==> config.mk <==
export PLATFORM = sky130hd
export DESIGN_NAME = alu_seq_unit
export DESIGN_NICKNAME = d
export VERILOG_FILES = /design/src/rtl/alu_seq_unit.sv
export SDC_FILE = /design/constraint.sdc
export NUM_CORES = 1
export LEC_CHECK = 0
export CAP_MARGIN = 20
export CORE_MARGIN = 2
export CORE_UTILIZATION = 39
export DETAILED_ROUTE_END_ITERATION = 7
export GPL_ROUTABILITY_DRIVEN = 1
export PLACE_DENSITY = 0.63
export SLEW_MARGIN = 20
export SYNTH_ARGS = -nofsm -noshare
export SYNTH_HDL_FRONTEND = slang
export SYNTH_SLANG_ARGS = --single-unit
==> constraint.sdc <==
create_clock -name clk -period 4.45 [get_ports clk]
set_input_delay 0.6675 -clock clk [delete_from_list [all_inputs] [get_ports clk]]
set_output_delay 0.6675 -clock clk [all_outputs]
set_load 0.1 [all_outputs]
==> src/rtl/alu_seq_unit.sv <==
// alu_seq_unit: decoded ALU with registered result/flag/control outputs and a done pulse.
// Define ALU_SEQ_MUL_EN to build the shift-add multiplier; otherwise the MUL encoding runs as AND.
module alu_seq_unit #(
    parameter int WIDTH = 32
) (
    input  logic             clk,
    input  logic             reset_n,
    input  logic             start,
    input  logic             flush,
    input  logic             ALUOp,
    input  logic [4:0]       Funct,
    input  logic [11:0]      Src2,
    input  logic [WIDTH-1:0] a,
    input  logic [WIDTH-1:0] b,
    output logic             ready,
    output logic             busy,
    output logic             done,
    output logic [WIDTH-1:0] result,
    output logic [3:0]       flags,
    output logic [2:0]       ALUControl,
    output logic [1:0]       FlagW,
    output logic             NoWrite
);

    // state   | meaning
    // IDLE    | waiting for start
    // DONE    | outputs updated this cycle, done pulse high, new start accepted
    // MUL     | shift-add multiply in progress (ALU_SEQ_MUL_EN only)

    localparam logic [2:0] OP_ADD = 3'b000;
    localparam logic [2:0] OP_SUB = 3'b001;
    localparam logic [2:0] OP_AND = 3'b010;
    localparam logic [2:0] OP_OR  = 3'b011;
    localparam logic [2:0] OP_MUL = 3'b100;
    localparam logic [2:0] OP_SLR = 3'b101;
    localparam logic [6:0] WIDTH_L = 7'(WIDTH);

    typedef enum logic [1:0] {
        ST_IDLE = 2'd0,
        ST_DONE = 2'd1
`ifdef ALU_SEQ_MUL_EN
        , ST_MUL = 2'd2
`endif
    } state_t;

    state_t           state_q, state_d;
    logic [WIDTH-1:0] result_q, result_d;
    logic [3:0]       flags_q, flags_d;
    logic [2:0]       ctrl_q, ctrl_d;
    logic [1:0]       flag_w_q, flag_w_d;
    logic             no_write_q, no_write_d;

    logic [3:0]       cmd;
    logic             s_bit;
    logic [4:0]       shamt;
    logic [2:0]       dec_op;
    logic [1:0]       dec_flag_w;
    logic             dec_no_write;
    logic [WIDTH:0]   sum_ext;
    logic [WIDTH:0]   diff_ext;
    logic [WIDTH-1:0] op_result;
    logic             op_c;
    logic             op_v;
    logic [3:0]       op_flags;
    logic             unused_src2;

`ifdef ALU_SEQ_MUL_EN
    localparam int CNT_W = $clog2(WIDTH);
    localparam logic [CNT_W-1:0] CNT_LOAD = CNT_W'(WIDTH - 1);

    logic             dec_mul;
    logic [CNT_W-1:0] cnt_q, cnt_d;
    logic [WIDTH-1:0] acc_q, acc_d;
    logic [WIDTH-1:0] mcand_q, mcand_d;
    logic [WIDTH-1:0] mplier_q, mplier_d;
    logic [WIDTH-1:0] acc_step;
    logic             mul_s_q, mul_s_d;
`endif

    assign cmd         = Funct[4:1];
    assign s_bit       = Funct[0];
    assign shamt       = Src2[11:7];
    assign unused_src2 = ^Src2[6:0];

    always_comb begin
        dec_op       = OP_ADD;
        dec_flag_w   = 2'b00;
        dec_no_write = 1'b0;
`ifdef ALU_SEQ_MUL_EN
        dec_mul      = 1'b0;
`endif
        if (ALUOp) begin
            case (cmd)
                4'b0000: begin
                    dec_op     = OP_AND;
                    dec_flag_w = {s_bit, 1'b0};
`ifdef ALU_SEQ_MUL_EN
                    if (Src2[7:4] == 4'b1001) begin
                        dec_op  = OP_MUL;
                        dec_mul = 1'b1;
                    end
`endif
                end
                4'b0100: begin
                    dec_op     = OP_ADD;
                    dec_flag_w = {s_bit, s_bit};
                end
                4'b0010: begin
                    dec_op     = OP_SUB;
                    dec_flag_w = {s_bit, s_bit};
                end
                4'b1100: begin
                    dec_op     = OP_OR;
                    dec_flag_w = {s_bit, 1'b0};
                end
                4'b1010: begin
                    dec_op       = OP_SUB;
                    dec_flag_w   = 2'b11;
                    dec_no_write = 1'b1;
                end
                4'b1101: begin
                    dec_op     = OP_SLR;
                    dec_flag_w = 2'b11;
                end
                default: begin
                    dec_op     = OP_ADD;
                    dec_flag_w = 2'b00;
                end
            endcase
        end
    end

    // SUB carry is the no-borrow bit: a + ~b + 1 carries out exactly when a >= b.
    always_comb begin
        sum_ext   = {1'b0, a} + {1'b0, b};
        diff_ext  = {1'b0, a} + {1'b0, ~b} + {{WIDTH{1'b0}}, 1'b1};
        op_result = sum_ext[WIDTH-1:0];
        op_c      = 1'b0;
        op_v      = 1'b0;
        case (dec_op)
            OP_ADD: begin
                op_c = sum_ext[WIDTH];
                op_v = (a[WIDTH-1] == b[WIDTH-1]) && (sum_ext[WIDTH-1] != a[WIDTH-1]);
            end
            OP_SUB: begin
                op_result = diff_ext[WIDTH-1:0];
                op_c      = diff_ext[WIDTH];
                op_v      = (a[WIDTH-1] != b[WIDTH-1]) && (diff_ext[WIDTH-1] != a[WIDTH-1]);
            end
            OP_AND: op_result = a & b;
            OP_OR:  op_result = a | b;
            OP_SLR: begin
                op_result = b >> shamt;
                if ((shamt != 5'd0) && ({2'b00, shamt} < WIDTH_L)) begin
                    op_c = b[shamt - 5'd1];
                end
            end
            default: op_result = a & b;
        endcase
        op_flags = {op_result[WIDTH-1], (op_result == '0), op_c, op_v};
    end

`ifdef ALU_SEQ_MUL_EN
    assign acc_step = mplier_q[0] ? (acc_q + mcand_q) : acc_q;
`endif

    always_comb begin
        state_d    = state_q;
        result_d   = result_q;
        flags_d    = flags_q;
        ctrl_d     = ctrl_q;
        flag_w_d   = flag_w_q;
        no_write_d = no_write_q;
`ifdef ALU_SEQ_MUL_EN
        cnt_d      = cnt_q;
        acc_d      = acc_q;
        mcand_d    = mcand_q;
        mplier_d   = mplier_q;
        mul_s_d    = mul_s_q;
`endif
        case (state_q)
            ST_IDLE, ST_DONE: begin
                state_d = ST_IDLE;
                if (start && !flush) begin
`ifdef ALU_SEQ_MUL_EN
                    if (dec_mul) begin
                        state_d  = ST_MUL;
                        cnt_d    = CNT_LOAD;
                        acc_d    = '0;
                        mcand_d  = a;
                        mplier_d = b;
                        mul_s_d  = s_bit;
                    end else
`endif
                    begin
                        state_d    = ST_DONE;
                        result_d   = op_result;
                        flags_d    = op_flags;
                        ctrl_d     = dec_op;
                        flag_w_d   = dec_flag_w;
                        no_write_d = dec_no_write;
                    end
                end
            end
`ifdef ALU_SEQ_MUL_EN
            ST_MUL: begin
                if (flush) begin
                    state_d = ST_IDLE;
                end else begin
                    acc_d    = acc_step;
                    mcand_d  = mcand_q << 1;
                    mplier_d = mplier_q >> 1;
                    if (cnt_q == '0) begin
                        state_d    = ST_DONE;
                        result_d   = acc_step;
                        flags_d    = {acc_step[WIDTH-1], (acc_step == '0), 2'b00};
                        ctrl_d     = OP_MUL;
                        flag_w_d   = {mul_s_q, 1'b0};
                        no_write_d = 1'b0;
                    end else begin
                        cnt_d = cnt_q - CNT_W'(1);
                    end
                end
            end
`endif
            default: state_d = ST_IDLE;
        endcase
    end

    always_ff @(posedge clk) begin
        if (!reset_n) begin
            state_q    <= ST_IDLE;
            result_q   <= '0;
            flags_q    <= 4'b0000;
            ctrl_q     <= OP_ADD;
            flag_w_q   <= 2'b00;
            no_write_q <= 1'b0;
`ifdef ALU_SEQ_MUL_EN
            cnt_q      <= '0;
            acc_q      <= '0;
            mcand_q    <= '0;
            mplier_q   <= '0;
            mul_s_q    <= 1'b0;
`endif
        end else begin
            state_q    <= state_d;
            result_q   <= result_d;
            flags_q    <= flags_d;
            ctrl_q     <= ctrl_d;
            flag_w_q   <= flag_w_d;
            no_write_q <= no_write_d;
`ifdef ALU_SEQ_MUL_EN
            cnt_q      <= cnt_d;
            acc_q      <= acc_d;
            mcand_q    <= mcand_d;
            mplier_q   <= mplier_d;
            mul_s_q    <= mul_s_d;
`endif
        end
    end

`ifdef ALU_SEQ_MUL_EN
    assign ready = (state_q != ST_MUL);
    assign busy  = (state_q == ST_MUL);
`else
    assign ready = 1'b1;
    assign busy  = 1'b0;
`endif
    assign done       = (state_q == ST_DONE);
    assign result     = result_q;
    assign flags      = flags_q;
    assign ALUControl = ctrl_q;
    assign FlagW      = flag_w_q;
    assign NoWrite    = no_write_q;

endmodule
==> flow_summary_export.csv <==
group,metric,value,unit
sta,worst_slack,0.180,ns
synth,synth.most_common_cell,"nand2_1",
clocking,clock-sinks,42,
floorplanning,dieArea,24700,sq um
clocking,cts_made_buffers,5,
critical_path,crit_buf_inv,4,
floorplanning,io_pins,131,
clocking,root_buffer,"clkbuf_16",
global_routing,antenna_found_initial,0,
synth,synth_top_area_frac,0.141,
layout,drive_above_1_share,0.222,
pwr,leakage,5.56,nW
critical_path,cp.arrival,4.45,ns
place,port_buffers,121,
critical_path,path_cells,"clkdlybuf4s50_1 > inv_1 > ha_1 > inv_1 > fa_1 > nor2b_1 > o21ai_2 > a2111oi_4 > o31ai_4 > nand4_1 > a41oi_1 > o21bai_1 > o221a_1 > nor3_1 > buf_4 > nor4_1 > nor4b_2 > a31o_1",
floorplanning,die_y,157,um
layout,antennaDiodeCount,0,
drt,wirelength,40800,um
synth,seq_area_frac_synth,0.0921,
synth,synth_edf_count,0,
critical_path,crit_family,"compound AO/OA/AOI/OAI gates",
global_routing,grt-ovfl-total,0,
critical_path,critPathMaxStageDelay,0.44,ns
synth,ys_async_sr_fraction,0,
sta,finalCritPeriodShare,0.960,
drt,ant_nets,0,
sta,finalSetupViolCount,0,
flow_run,max-cap-violations,0,
pwr,p_per_area,204,nW/um^2
clocking,clockBufferDepth,2,
sta,period_needed,4.27,ns
critical_path,cp-end-kind,"flop",
place,placed_cell_area,12200,sq um
critical_path,cp-start-kind,"input port",
synth,netlist.top_cell.by_area,"ha_1",
clocking,hold_buffers,0,
critical_path,crit_top_cell,"inv_1",
sta,timing.fmax,234,MHz
synth,synthTopCellsByCount,"nand2_1, a21oi_1, ha_1",
place,dp_slack,-0.428,ns
critical_path,reg2regPathDepth,2,
layout,areaGrowthSynthToFinish,37.0,%
synth,ys_types,94,
critical_path,slowest_stage,"clkdlybuf4s50_1",
min_path,hold_depth,2,
clocking,clock_latency,0.29,ns
place,gp_congestion,1.05,
min_path,min-delay-start,"result[22]$_SDFFE_PN0P_",
sta,rsz0062_at_grt,"no",
drt,viasPerCell,6.01,
critical_path,startpoint,"a[0]",
layout,final_area,12500,sq um
sta,relSlewSlack,0.305,
sta,worst_pin_slew,1.04,ns
sta,worst_hold_slack,0.458,ns
global_routing,grt_max_degree,46,
floorplanning,initial_core_util,0.400,
sta,finalClockSkew,0,ns
sta,report.final.slew_viol_count,0,
min_path,hold_path_class,"reg -> reg",
critical_path,worstPathMaxFanout,3,
layout,fin_cells,1855,
critical_path,cp.required,4.63,ns
layout,finalNetCount,1732,
clocking,htreeDepth,2,
floorplanning,fp.coreArea,22800,sq um
synth,synthesis.area,9130,sq um
status,status,"finished clean",
synth,yosys_warnings,0,
global_routing,first_global_vias,10300,
layout,fin_util,0.548,
global_routing,grt_pass1_wl,60900,um
critical_path,worstReg2RegStart,"result[30]$_SDFFE_PN0P_",
floorplanning,rows,55,
clocking,cts.clk_slew.worst_paths,0.06,ns
synth,synthCells,1251,
synth,synth_nets,1442,
synth,synth_area_per_cell,7.30,sq um
floorplanning,die_x,157,um
drt,drtPass1Iterations,7,
synth,ys_seq_elements,42,
synth,netlist_top_cells_area,"ha_1, dfxtp_1, mux4_2",
drt,drt-wirelength-per-cell,22.0,um
pwr,vdd_drop_max,0.226,mV
place,post-place-cells,1845,
drt,vias,11200,
sta,hold_viol,0,
clocking,cts_tree,"yes",
critical_path,path_depth,18,
drt,drt_iter0_drc,1208,
global_routing,grt_usage,0.326,
place,post-dp-hpwl,34200,um
critical_path,crit_type,"in -> reg",
synth,ys.flop_type,"dfxtp_1",
drt,drc,0,
power breakdown:
part	internal (mW)	switching (mW)	total, mW
clock	0.265	0.142	0.406
sequential	0.401	0.0122	0.413
combinational	0.716	1.02	1.73
cells by family after synthesis:
logic type                 Yosys count  synth area share
buffers and inverters              186            0.0859
and+or+nand+nor                    384             0.205
AOI/OAI and AO/OA                  424             0.312
adders and majority gates          105             0.145
xor gates and xnor gates            20            0.0192
other                                2          0.000822
muxes                               88             0.139
DFF                                 42            0.0921
stage by stage:
step           total power [mW]  TNS (ns)
6_report                   2.55         0
5_1_grt                    2.68         0
3_5_place_dp               2.09    -0.937
3_3_place_gp               2.08    -0.720
4_1_cts                    2.50         0
2_1_floorplan              1.39         0
cell type report:
class	instances	area (sq um)
well taps	313	392
clock buffers	6	129
repair buffers	365	3080
clock inverters	2	37.5
inverters	104	390
flip-flops and latches	42	841
multi-input cells	1023	7640
fillers	2304	10300
worst register-to-register path: cells and delay by family (launching register included):
kind             cells  cell delay, ns
flip-flops           1            0.31
AND/OR/NAND/NOR      1            0.15
multiplexers         1            0.25
worst paths after layout:
kind | end | slack, ns
max | flags[2]$_SDFFE_PN0P_ | 0.18
min | result[22]$_SDFFE_PN0P_ | 0.46
max reg2reg | result[30]$_SDFFE_PN0P_ | 3.64
min reg2reg | result[22]$_SDFFE_PN0P_ | 0.46
what timing repair did:
action | in CTS | in global routing
pin swaps | 1 | 5
endpoints found under the setup margin | 2 | 2
setup buffers | 1 | 1
resized for setup | 3 | 20
sequential cells by signal, summed over array words and instances, names as in the netlist:
name and cells:
FlagW 2, result 32, ALUControl 3, NoWrite 1, state_q 1, flags 3
layer usage:
metal | up-vias | global-route usage | routed length [um]
met3 | 56 | 0.0578 | 4330
li1 | 5176 | - | -
met2 | 623 | 0.485 | 16900
met4 | 0 | 0.0788 | 943
met1 | 5302 | 0.483 | 18600
met5 | - | 0 | 0
cell usage in the layout, fill, tap and decap left out, types with 6 or more instances in the layout:
cell type        Yosys  final
a22oi_1              7      7
buf_4                5    240
nor4_1               8      7
nand2_1            132    132
o21ai_0             79     78
a221oi_1            11     11
a221o_1              7      7
and2_1              21     21
ha_1               103    103
o221ai_1            11     10
nor2_1              90     90
nand2b_1            12     11
a21o_1              13     13
a211o_1              6      6
o31ai_1              9      7
nor3_1              30     29
dfxtp_1             42     42
o21bai_1            17     16
o22ai_1             11     10
clkdlybuf4s50_1      0    119
o211ai_1            12     12
mux4_2              25     25
a211oi_1            14     13
o21a_1               7      7
nor2b_1             17     15
or2_2                6      6
xnor2_1             17     17
mux2i_1             41     41
nand4_1             13     13
o21ai_1             10      9
a21boi_0            22     22
a21oi_1            110    107
a31oi_1             13     13
inv_1              100    100
mux2_2              17     17
nand3_1             17     17
Power figures use the tool's default switching activity.
